[src/rtl/hazard_scoreboard.sv]
// Five-stage pipeline hazard control: load-use, forwarding, branch redirect, plus a
// scoreboard of in-flight long-latency destinations. Optional perf counters: HAZARD_PERF_EN.
module hazard_scoreboard #(
    parameter int NUM_REGS        = 32,
    parameter int REG_ADDR_BITS   = 5,
    parameter int MAX_OUTSTANDING = 4,
    parameter int CNT_BITS        = 3
) (
    input  logic                     clk,
    input  logic                     reset,
    input  logic [REG_ADDR_BITS-1:0] readRegister1D,
    input  logic [REG_ADDR_BITS-1:0] readRegister2D,
    input  logic                     reg1UsedD,
    input  logic                     reg2UsedD,
    input  logic [REG_ADDR_BITS-1:0] writeRegD,
    input  logic                     regWriteD,
    input  logic                     longOpD,
    input  logic                     longDoneValid,
    input  logic [REG_ADDR_BITS-1:0] longDoneReg,
    input  logic [REG_ADDR_BITS-1:0] readRegister1E,
    input  logic [REG_ADDR_BITS-1:0] readRegister2E,
    input  logic [REG_ADDR_BITS-1:0] writeRegE,
    input  logic [REG_ADDR_BITS-1:0] writeRegM,
    input  logic [REG_ADDR_BITS-1:0] writeRegW,
    input  logic                     regWriteM,
    input  logic                     regWriteW,
    input  logic                     loadE,
    input  logic                     csrrs,
    input  logic                     bubble,
    input  logic [63:0]              PCD,
    input  logic [63:0]              PCNextE,
    output logic                     PCSrc,
    output logic                     stallF,
    output logic                     stallD,
    output logic                     flushD,
    output logic                     flushE,
    output logic [1:0]               forwardAE,
    output logic [1:0]               forwardBE,
    output logic [CNT_BITS-1:0]      outstanding,
    output logic                     scbError,
    output logic [31:0]              stallCycles,
    output logic [31:0]              flushCycles
);

    logic [NUM_REGS-1:0] r_pending;
    logic [CNT_BITS-1:0] r_count;
    logic                r_scb_error;

    logic [NUM_REGS-1:0] w_pending;
    logic [CNT_BITS-1:0] w_count;
    logic                w_valid_pred;
    logic                w_load_stall;
    logic                w_scb_stall;
    logic                w_hazard;
    logic                w_issue;
    logic                w_done_ok;

    // While reset is asserted, hazard decisions see an empty scoreboard.
    assign w_pending = reset ? r_pending : '0;
    assign w_count   = reset ? r_count : '0;

    assign w_valid_pred = (PCD == PCNextE) | bubble;
    assign PCSrc        = w_valid_pred;

    always_comb begin
        forwardAE = 2'b00;
        if (regWriteM && writeRegM != '0 && writeRegM == readRegister1E)
            forwardAE = 2'b10;
        else if (regWriteW && writeRegW != '0 && writeRegW == readRegister1E)
            forwardAE = 2'b01;
        forwardBE = 2'b00;
        if (csrrs)
            forwardBE = 2'b00;
        else if (regWriteM && writeRegM != '0 && writeRegM == readRegister2E)
            forwardBE = 2'b10;
        else if (regWriteW && writeRegW != '0 && writeRegW == readRegister2E)
            forwardBE = 2'b01;
    end

    assign w_load_stall = loadE & (writeRegE != '0) &
                          ((reg1UsedD & (readRegister1D == writeRegE)) |
                           (reg2UsedD & (readRegister2D == writeRegE)));

    assign w_scb_stall = (reg1UsedD & w_pending[readRegister1D]) |
                         (reg2UsedD & w_pending[readRegister2D]) |
                         (regWriteD & w_pending[writeRegD]) |
                         (longOpD & (w_count == CNT_BITS'(MAX_OUTSTANDING)));

    assign w_hazard = w_load_stall | w_scb_stall;
    assign stallF   = w_valid_pred & w_hazard;
    assign stallD   = w_valid_pred & w_hazard;
    assign flushD   = ~w_valid_pred;
    assign flushE   = ~w_valid_pred | w_hazard;

    assign w_issue   = longOpD & regWriteD & (writeRegD != '0) & ~stallD & ~flushD;
    assign w_done_ok = longDoneValid & r_pending[longDoneReg] & (r_count != '0);

    // Clear before set so an issue and completion naming the same register leaves it pending.
    always_ff @(posedge clk) begin
        if (!reset) begin
            r_pending   <= '0;
            r_count     <= '0;
            r_scb_error <= 1'b0;
        end else begin
            r_pending <= (r_pending & ~({{(NUM_REGS-1){1'b0}}, w_done_ok} << longDoneReg))
                       | ({{(NUM_REGS-1){1'b0}}, w_issue} << writeRegD);
            if (w_issue && !w_done_ok)
                r_count <= r_count + CNT_BITS'(1);
            else if (w_done_ok && !w_issue)
                r_count <= r_count - CNT_BITS'(1);
            if (longDoneValid && !w_done_ok)
                r_scb_error <= 1'b1;
        end
    end

    assign outstanding = r_count;
    assign scbError    = r_scb_error;

`ifdef HAZARD_PERF_EN
    logic [31:0] r_stall_cycles;
    logic [31:0] r_flush_cycles;

    always_ff @(posedge clk) begin
        if (!reset) begin
            r_stall_cycles <= '0;
            r_flush_cycles <= '0;
        end else begin
            if (stallD && r_stall_cycles != '1)
                r_stall_cycles <= r_stall_cycles + 32'd1;
            if ((flushD || flushE) && r_flush_cycles != '1)
                r_flush_cycles <= r_flush_cycles + 32'd1;
        end
    end

    assign stallCycles = r_stall_cycles;
    assign flushCycles = r_flush_cycles;
`else
    assign stallCycles = 32'd0;
    assign flushCycles = 32'd0;
`endif

endmodule

[config.mk]
export PLATFORM = sky130hd
export DESIGN_NAME = hazard_scoreboard
export DESIGN_NICKNAME = d
export VERILOG_FILES = /design/src/rtl/hazard_scoreboard.sv
export SDC_FILE = /design/constraint.sdc
export NUM_CORES = 1
export LEC_CHECK = 0
export ABC_AREA = 1
export BUFFER_PORTS_ARGS = -buffer_cell sky130_fd_sc_hd__buf_2
export CORE_ASPECT_RATIO = 0.5
export CORE_MARGIN = 5
export CORE_UTILIZATION = 45
export CTS_BUF_LIST = sky130_fd_sc_hd__clkbuf_2
export DETAILED_ROUTE_END_ITERATION = 10
export PLACE_DENSITY = 0.79
export SLEW_MARGIN = 10
export SYNTH_ARGS = -nofsm -noshare
export SYNTH_HDL_FRONTEND = slang
export SYNTH_SLANG_ARGS = --single-unit
[constraint.sdc]
create_clock -name clk -period 3.6 [get_ports clk]
set_input_delay 0.9 -clock clk [delete_from_list [all_inputs] [get_ports clk]]
set_output_delay 0.9 -clock clk [all_outputs]
set_load 0.005 [all_outputs]
# Word level (Yosys, flattened, before mapping)
# Index checks and enable logic that the tools add are counted.
[word_totals]
regBits = 36
inputBits = 185
out_inout_bits = 77
word_cells = 80
[classes]
addsub = 2
n_lt_le_gt_ge = 4
eq_ne = 8
n_shift = 2
muxes = 17
n_bitwise = 27
reduce_logical = 17
[ops]
columns = ["op", "count"]
rows = [
  ["equality test 64 bit", 1],
  ["left shift 1 x 5 -> 32 bit", 2],
  ["AND 32 bit", 1],
  ["two-way mux 32 bit", 1],
  ["NOT 32 bit", 1],
  ["bitwise OR 32 bit", 1],
  ["equality test 5 bit", 6],
  ["< comparator 5 x 6 -> 1 bit, second input constant", 4],
  ["binary-select mux 1 bit (select 5 bit)", 4],
  ["nonzero test 5 bit", 4],
  ["AND 1 bit", 15],
  ["logical AND 1 bit", 9],
  ["two-way mux 3 bit", 3],
  ["bitwise OR 1 bit", 7],
  ["two-way mux 1 bit", 6],
  ["two-way mux 2 bit", 3],
  ["adder 3 x 1 -> 3 bit, second input constant", 1],
  ["equality test 3 bit, second input constant", 1],
  ["nonzero test 3 bit", 1],
  ["subtractor 3 x 1 -> 3 bit, second input constant", 1],
  ["logical NOT 1 bit", 2],
  ["NOT 1 bit", 2],
  ["nonzero test 2 bit", 1],
]

# Longest topological paths before layout
[depth]
ltp_word = 16
ltp_mapped = 25
mapped_depth_nobuf = 22

# Worst setup path after synthesis
# OpenSTA, ideal clock, no wires.
[synth_timing]
path_kind = "input-to-reg"
startpoint = "in reset"
endpoint = "reg r_count[2], in the netlist outstanding[2]"
setup_time_ns = 0.122
arrival_ns = 3.195
setup_slack_ns = 0.283
path_stages = 20
n_path_buf = 4
cell_sequence = "buf_6 buf_8 buf_8 nand3_2 nand3_1 nand3_1 nand3_1 nand3_1 nand2_2 a21oi_4 nand3_4 nor2_4 buf_6 ha_1 inv_1 fa_1 a21oi_1 o21ai_0 o21ai_0 a21oi_1"
[synth_between]
elab_chain_len = 15
word_cells_on_any_way = 26
[synth_rtl]
columns = ["item", "line", "rtl"]
rows = [
  ["start, declared", "10", "input logic reset,"],
  ["two-way mux 32 bit", "59", "assign w_pending = reset ? r_pending : '0;"],
  ["binary-select mux 1 bit (select 5 bit), on equally long branches", "84, 85", ""],
  ["two-way mux 1 bit, on equally long branches", "84, 85", ""],
  ["AND 1 bit, on equally long branches", "84, 85", ""],
  ["bitwise OR 1 bit", "84", "assign w_scb_stall = (reg1UsedD & w_pending[readRegister1D]) |"],
  ["bitwise OR 1 bit", "85", "(reg2UsedD & w_pending[readRegister2D]) |"],
  ["bitwise OR 1 bit", "86", "(regWriteD & w_pending[writeRegD]) |"],
  ["bitwise OR 1 bit", "89", "assign w_hazard = w_load_stall | w_scb_stall;"],
  ["AND 1 bit", "91", "assign stallD = w_valid_pred & w_hazard;"],
  ["NOT 1 bit", "95", "assign w_issue = longOpD & regWriteD & (writeRegD != '0) & ~stallD & ~flushD;"],
  ["AND 1 bit (2 in a row)", "95", ""],
  ["logical NOT 1 bit", "109", "else if (w_done_ok && !w_issue)"],
  ["logical AND 1 bit", "109", ""],
  ["nonzero test 2 bit (no line)", "n/a", ""],
  ["end signal, assigned", "108", "r_count <= r_count + CNT_BITS'(1);"],
  ["end signal, assigned", "110", "r_count <= r_count - CNT_BITS'(1);"],
  ["end, declared", "46", "logic [CNT_BITS-1:0] r_count;"],
]
# Parallel ways exist; a longest one is shown, timed or not. The select of a mux whose other input is x is not followed.
# A chain may end at the register's enable or synchronous reset.

# Final worst setup path
[layout_timing]
startpoint = "in readRegister1D[0]"
endpoint = "out flushE"
[layout_between]
elab_chain_len = 8
word_cells_on_any_way = 12
[layout_rtl]
columns = ["item", "line", "rtl"]
rows = [
  ["start, declared", "11", "input logic [REG_ADDR_BITS-1:0] readRegister1D,"],
  ["binary-select mux 1 bit (select 5 bit)", "84", ""],
  ["two-way mux 1 bit (not written as such)", "84", ""],
  ["AND 1 bit", "84", ""],
  ["bitwise OR 1 bit", "84", ""],
  ["bitwise OR 1 bit", "85", ""],
  ["bitwise OR 1 bit", "86", ""],
  ["bitwise OR 1 bit *", "89", ""],
  ["bitwise OR 1 bit *", "93", "assign flushE = ~w_valid_pred | w_hazard;"],
  ["end, declared", "36", "output logic flushE,"],
]
# Mark *: on every way between the ends. The rest lies on a longest branch, timed or not. The select of a mux whose other input is x is not followed.

==> reports/results.tsv <==
stage	metric	value	unit
sta	timing.fmax	0.296	GHz
routing	dr_total_vias	6581	
logic_synthesis	ys_seq_elements	36	
place	hpwl	16.1	mm
grt	grt_pass1_vias	6256	
routing	wl_per_cell	16.3	um
worst_hold_path	hold_start	scbError	
logic_synthesis	ys_warn_count	0	
setup_path	worst-r2r-setup-slack	0.90	ns
setup_path	critPathRequiredTime	2.70	ns
clocking	cts_buffers	5	
floorplan	core_area	11200	um^2
routing	vias_per_cell	5.31	
floorplan	dieHeight	86.3	um
setup_path	path_buf_inv	3	
power_and_ir_drop	powerDensity	183	nW/um^2
setup_path	cp_common_cell	nand3_1	
clocking	path_clk_slew	0.21	ns
sta	worstMarginPinSlew	0.769	ns
sta	rsz0062_at_grt	false	
cells_and_area	num_antenna_cells	0	
cells_and_area	mostFrequentLayoutCell	nand2_1	
status	outcome	finished clean	
logic_synthesis	synthCells	889	
logic_synthesis	syn_area	5240	um^2
place	dpl-instance-area	6130	um^2
logic_synthesis	synth_cell_type_count	39	
place	gp_congestion	1.01	
grt	overflow	0	
routing	post-route-drc-count	0	
setup_path	path_delay_family	buffers and inverters	
setup_path	slowest_stage	buf_2	
grt	grt_max_degree	32	
clocking	cts-root-buf	clkbuf_2	
setup_path	crit_path_max_fanout	18	
cells_and_area	fillerInstances	1160	
grt	grt_pass1_wl	30.8	mm
logic_synthesis	synthFlopType	dfxtp_1	
logic_synthesis	synth-edff-count	0	
sta	setup_violations	0	
cells_and_area	nNetsFinal	1266	
sta	hold_violations	0	
routing	drtPass1Iterations	8	
setup_path	rr_worst_depth	19	
sta	fin_skew	0.0228	ns
floorplan	ios	262	
logic_synthesis	syn_area_per_cell	5.89	um^2
power_and_ir_drop	max-vdd-ir-drop	0.0998	mV
cells_and_area	final_cell_area	6170	um^2
setup_path	crit_path_end_kind	output port	
floorplan	rows	27	
cells_and_area	fin_util	55.2	%
clocking	ctsHtreeMaxLevel	2	
worst_hold_path	hold_path_depth	2	
sta	post-route-min-period	3.38	ns
setup_path	critPathMaxStageDelay	0.32	ns
logic_synthesis	ys_async_sr_fraction	0	%
power_and_ir_drop	power_leakage	3.26	nW
cells_and_area	mostFrequentLayoutCells	nand2_1, buf_2, nand3_1	
routing	drtAntennaViolNets	0	
worst_hold_path	min_to	scbError	
setup_path	arrival	2.48	ns
grt	grt_antenna_before_repair	0	
sta	slew_violations	0	
routing	drtIter0Drc	816	
grt	grt_util_all_layers	26.9	%
logic_synthesis	ys_seq_area_share	13.8	%
clocking	cts.sinks	36	
clocking	tritoncts	built	
sta	fin_crit_sh	93.9	%
floorplan	dieArea	14000	um^2
cells_and_area	area_growth	17.9	%
clocking	cts.path.max_buffers	2	
setup_path	r2r-end	outstanding[2]	
setup_path	crit_chain	buf_2, inv_2, nand3_1, nand3_1, nand3_1, nand3_1, nand3_1, nand2_2, a21oi_4, nand3_4, buf_2	
sta	setup_tns	0	ns
place	io_buffer_count	197	
cells_and_area	drive_above_1_share	25.2	%
setup_path	worst-setup-path-type	in -> out	
setup_path	cp-start-kind	primary input	
setup_path	r2r-start	r_pending[0]	
job	maxCapViolCount	0	
sta	max_slew_margin	48.3	%
clocking	clk_latency	0.40	ns
floorplan	die_w	163	um
clocking	post_cts.repair.setup_buffers	0	
routing	drt-total-wl	20.1	mm
floorplan	floorplan.initialDensity	46.8	%
worst_hold_path	hold_path_class	reg -> reg	
power by group:
group | internal (mW) | switching, mW | total [mW] | leakage (nW)
Combinational | 0.217 | 0.307 | 0.523 | 2.94
Clock | 0.0436 | 0.154 | 0.197 | 0.0302
Sequential | 0.405 | 0.00655 | 0.412 | 0.291
timing repair:
item | in CTS | in global routing
endpoints found under the setup margin | 0 | 2
hold buffers | 0 | 0
resized for setup | 0 | 3
kinds of logic (layout without fill, tap and decap cells):
logic type | count (synthesis) | in the layout | synth area share (%)
other | 1 | 64 | 0.0716
AND/OR/NAND/NOR | 542 | 542 | 48.3
XOR/XNOR | 66 | 66 | 11.0
buffers and inverters | 196 | 324 | 21.0
AO/OA/AOI/OAI | 46 | 46 | 5.16
adder cells (fa/ha/maj) | 2 | 2 | 0.621
flip-flops | 36 | 36 | 13.8
worst min-delay path, stage by stage (launching register included):
cell     delay, ns
dfxtp_1       0.37
a21oi_1       0.04
nor2_1        0.08
flip-flops by register name, summed over array words and instances (netlist names):
signal       count
r_pending       32
outstanding      3
scbError         1
per-stage QoR:
step,hold WS [ns],setup slack (ns),cells,total power [mW]
after floorplan,0.439,0.283,952,0.775
after global placement,0.453,0.131,1231,0.916
after detailed placement,0.463,0.0253,1231,0.928
after CTS,0.499,0.174,1239,1.12
after global routing,0.552,0.0728,1239,1.21
final,0.503,0.218,1239,1.13
cell type report:
cell class                 instances  area (um^2)  share of cell area (%)
multi-input combinational        720         3650                    59.2
timing repair buffer             226         1220                    19.8
sequential                        36          721                    11.7
inverter                          90          340                    5.51
tap                              159          199                    3.22
clock buffer                       5         25.0                   0.405
clock inverter                     3         13.8                   0.223
worst max-delay path by stage:
stage                endpoint              start  slack (ns)  depth (start not counted)
3_3_place_gp   outstanding[2]  readRegister1D[0]        0.13                         18
2_1_floorplan  outstanding[2]              reset        0.28                         20
3_5_place_dp   outstanding[2]  readRegister1D[0]        0.03                         18
5_1_grt                stallD              reset        0.07                         16
6_report               flushE  readRegister1D[0]        0.22                         11
4_1_cts                stallF              reset        0.17                         14
cells in the mapped netlist (2+ instances only):
master    count  share of area (%)
nand2_1     229                 16
nand3_1     144                 14
inv_1        79                5.7
buf_4        72                 10
nand4_1      71                8.5
nor2_1       60                4.3
xnor2_1      54                9.0
dfxtp_1      36                 14
o21ai_0      17                1.6
or2_2        16                1.9
a21oi_1      15                1.4
buf_2        14                1.3
xor2_1       12                2.0
clkbuf_1     10               0.72
buf_6         7                1.5
nand3_2       6                1.1
clkinv_1      5               0.36
inv_2         5               0.36
nor4_1        5               0.60
nor2_2        4               0.48
o22ai_1       4               0.48
buf_8         2               0.57
nor2_4        2               0.43
nor3_1        2               0.19
o211ai_1      2               0.29
o31ai_1       2               0.29
o41ai_1       2               0.33
routing by layer:
metal / vias up / global-route usage (%) / wire, um
met5: - / 0 / 0
met4: 0 / 10.4 / 974
met3: 78 / 6.75 / 2810
met2: 462 / 45.1 / 9170
met1: 2873 / 33.7 / 7190
li1: 3168 / - / -
No activity file was read; power rests on OpenSTA's default activity.
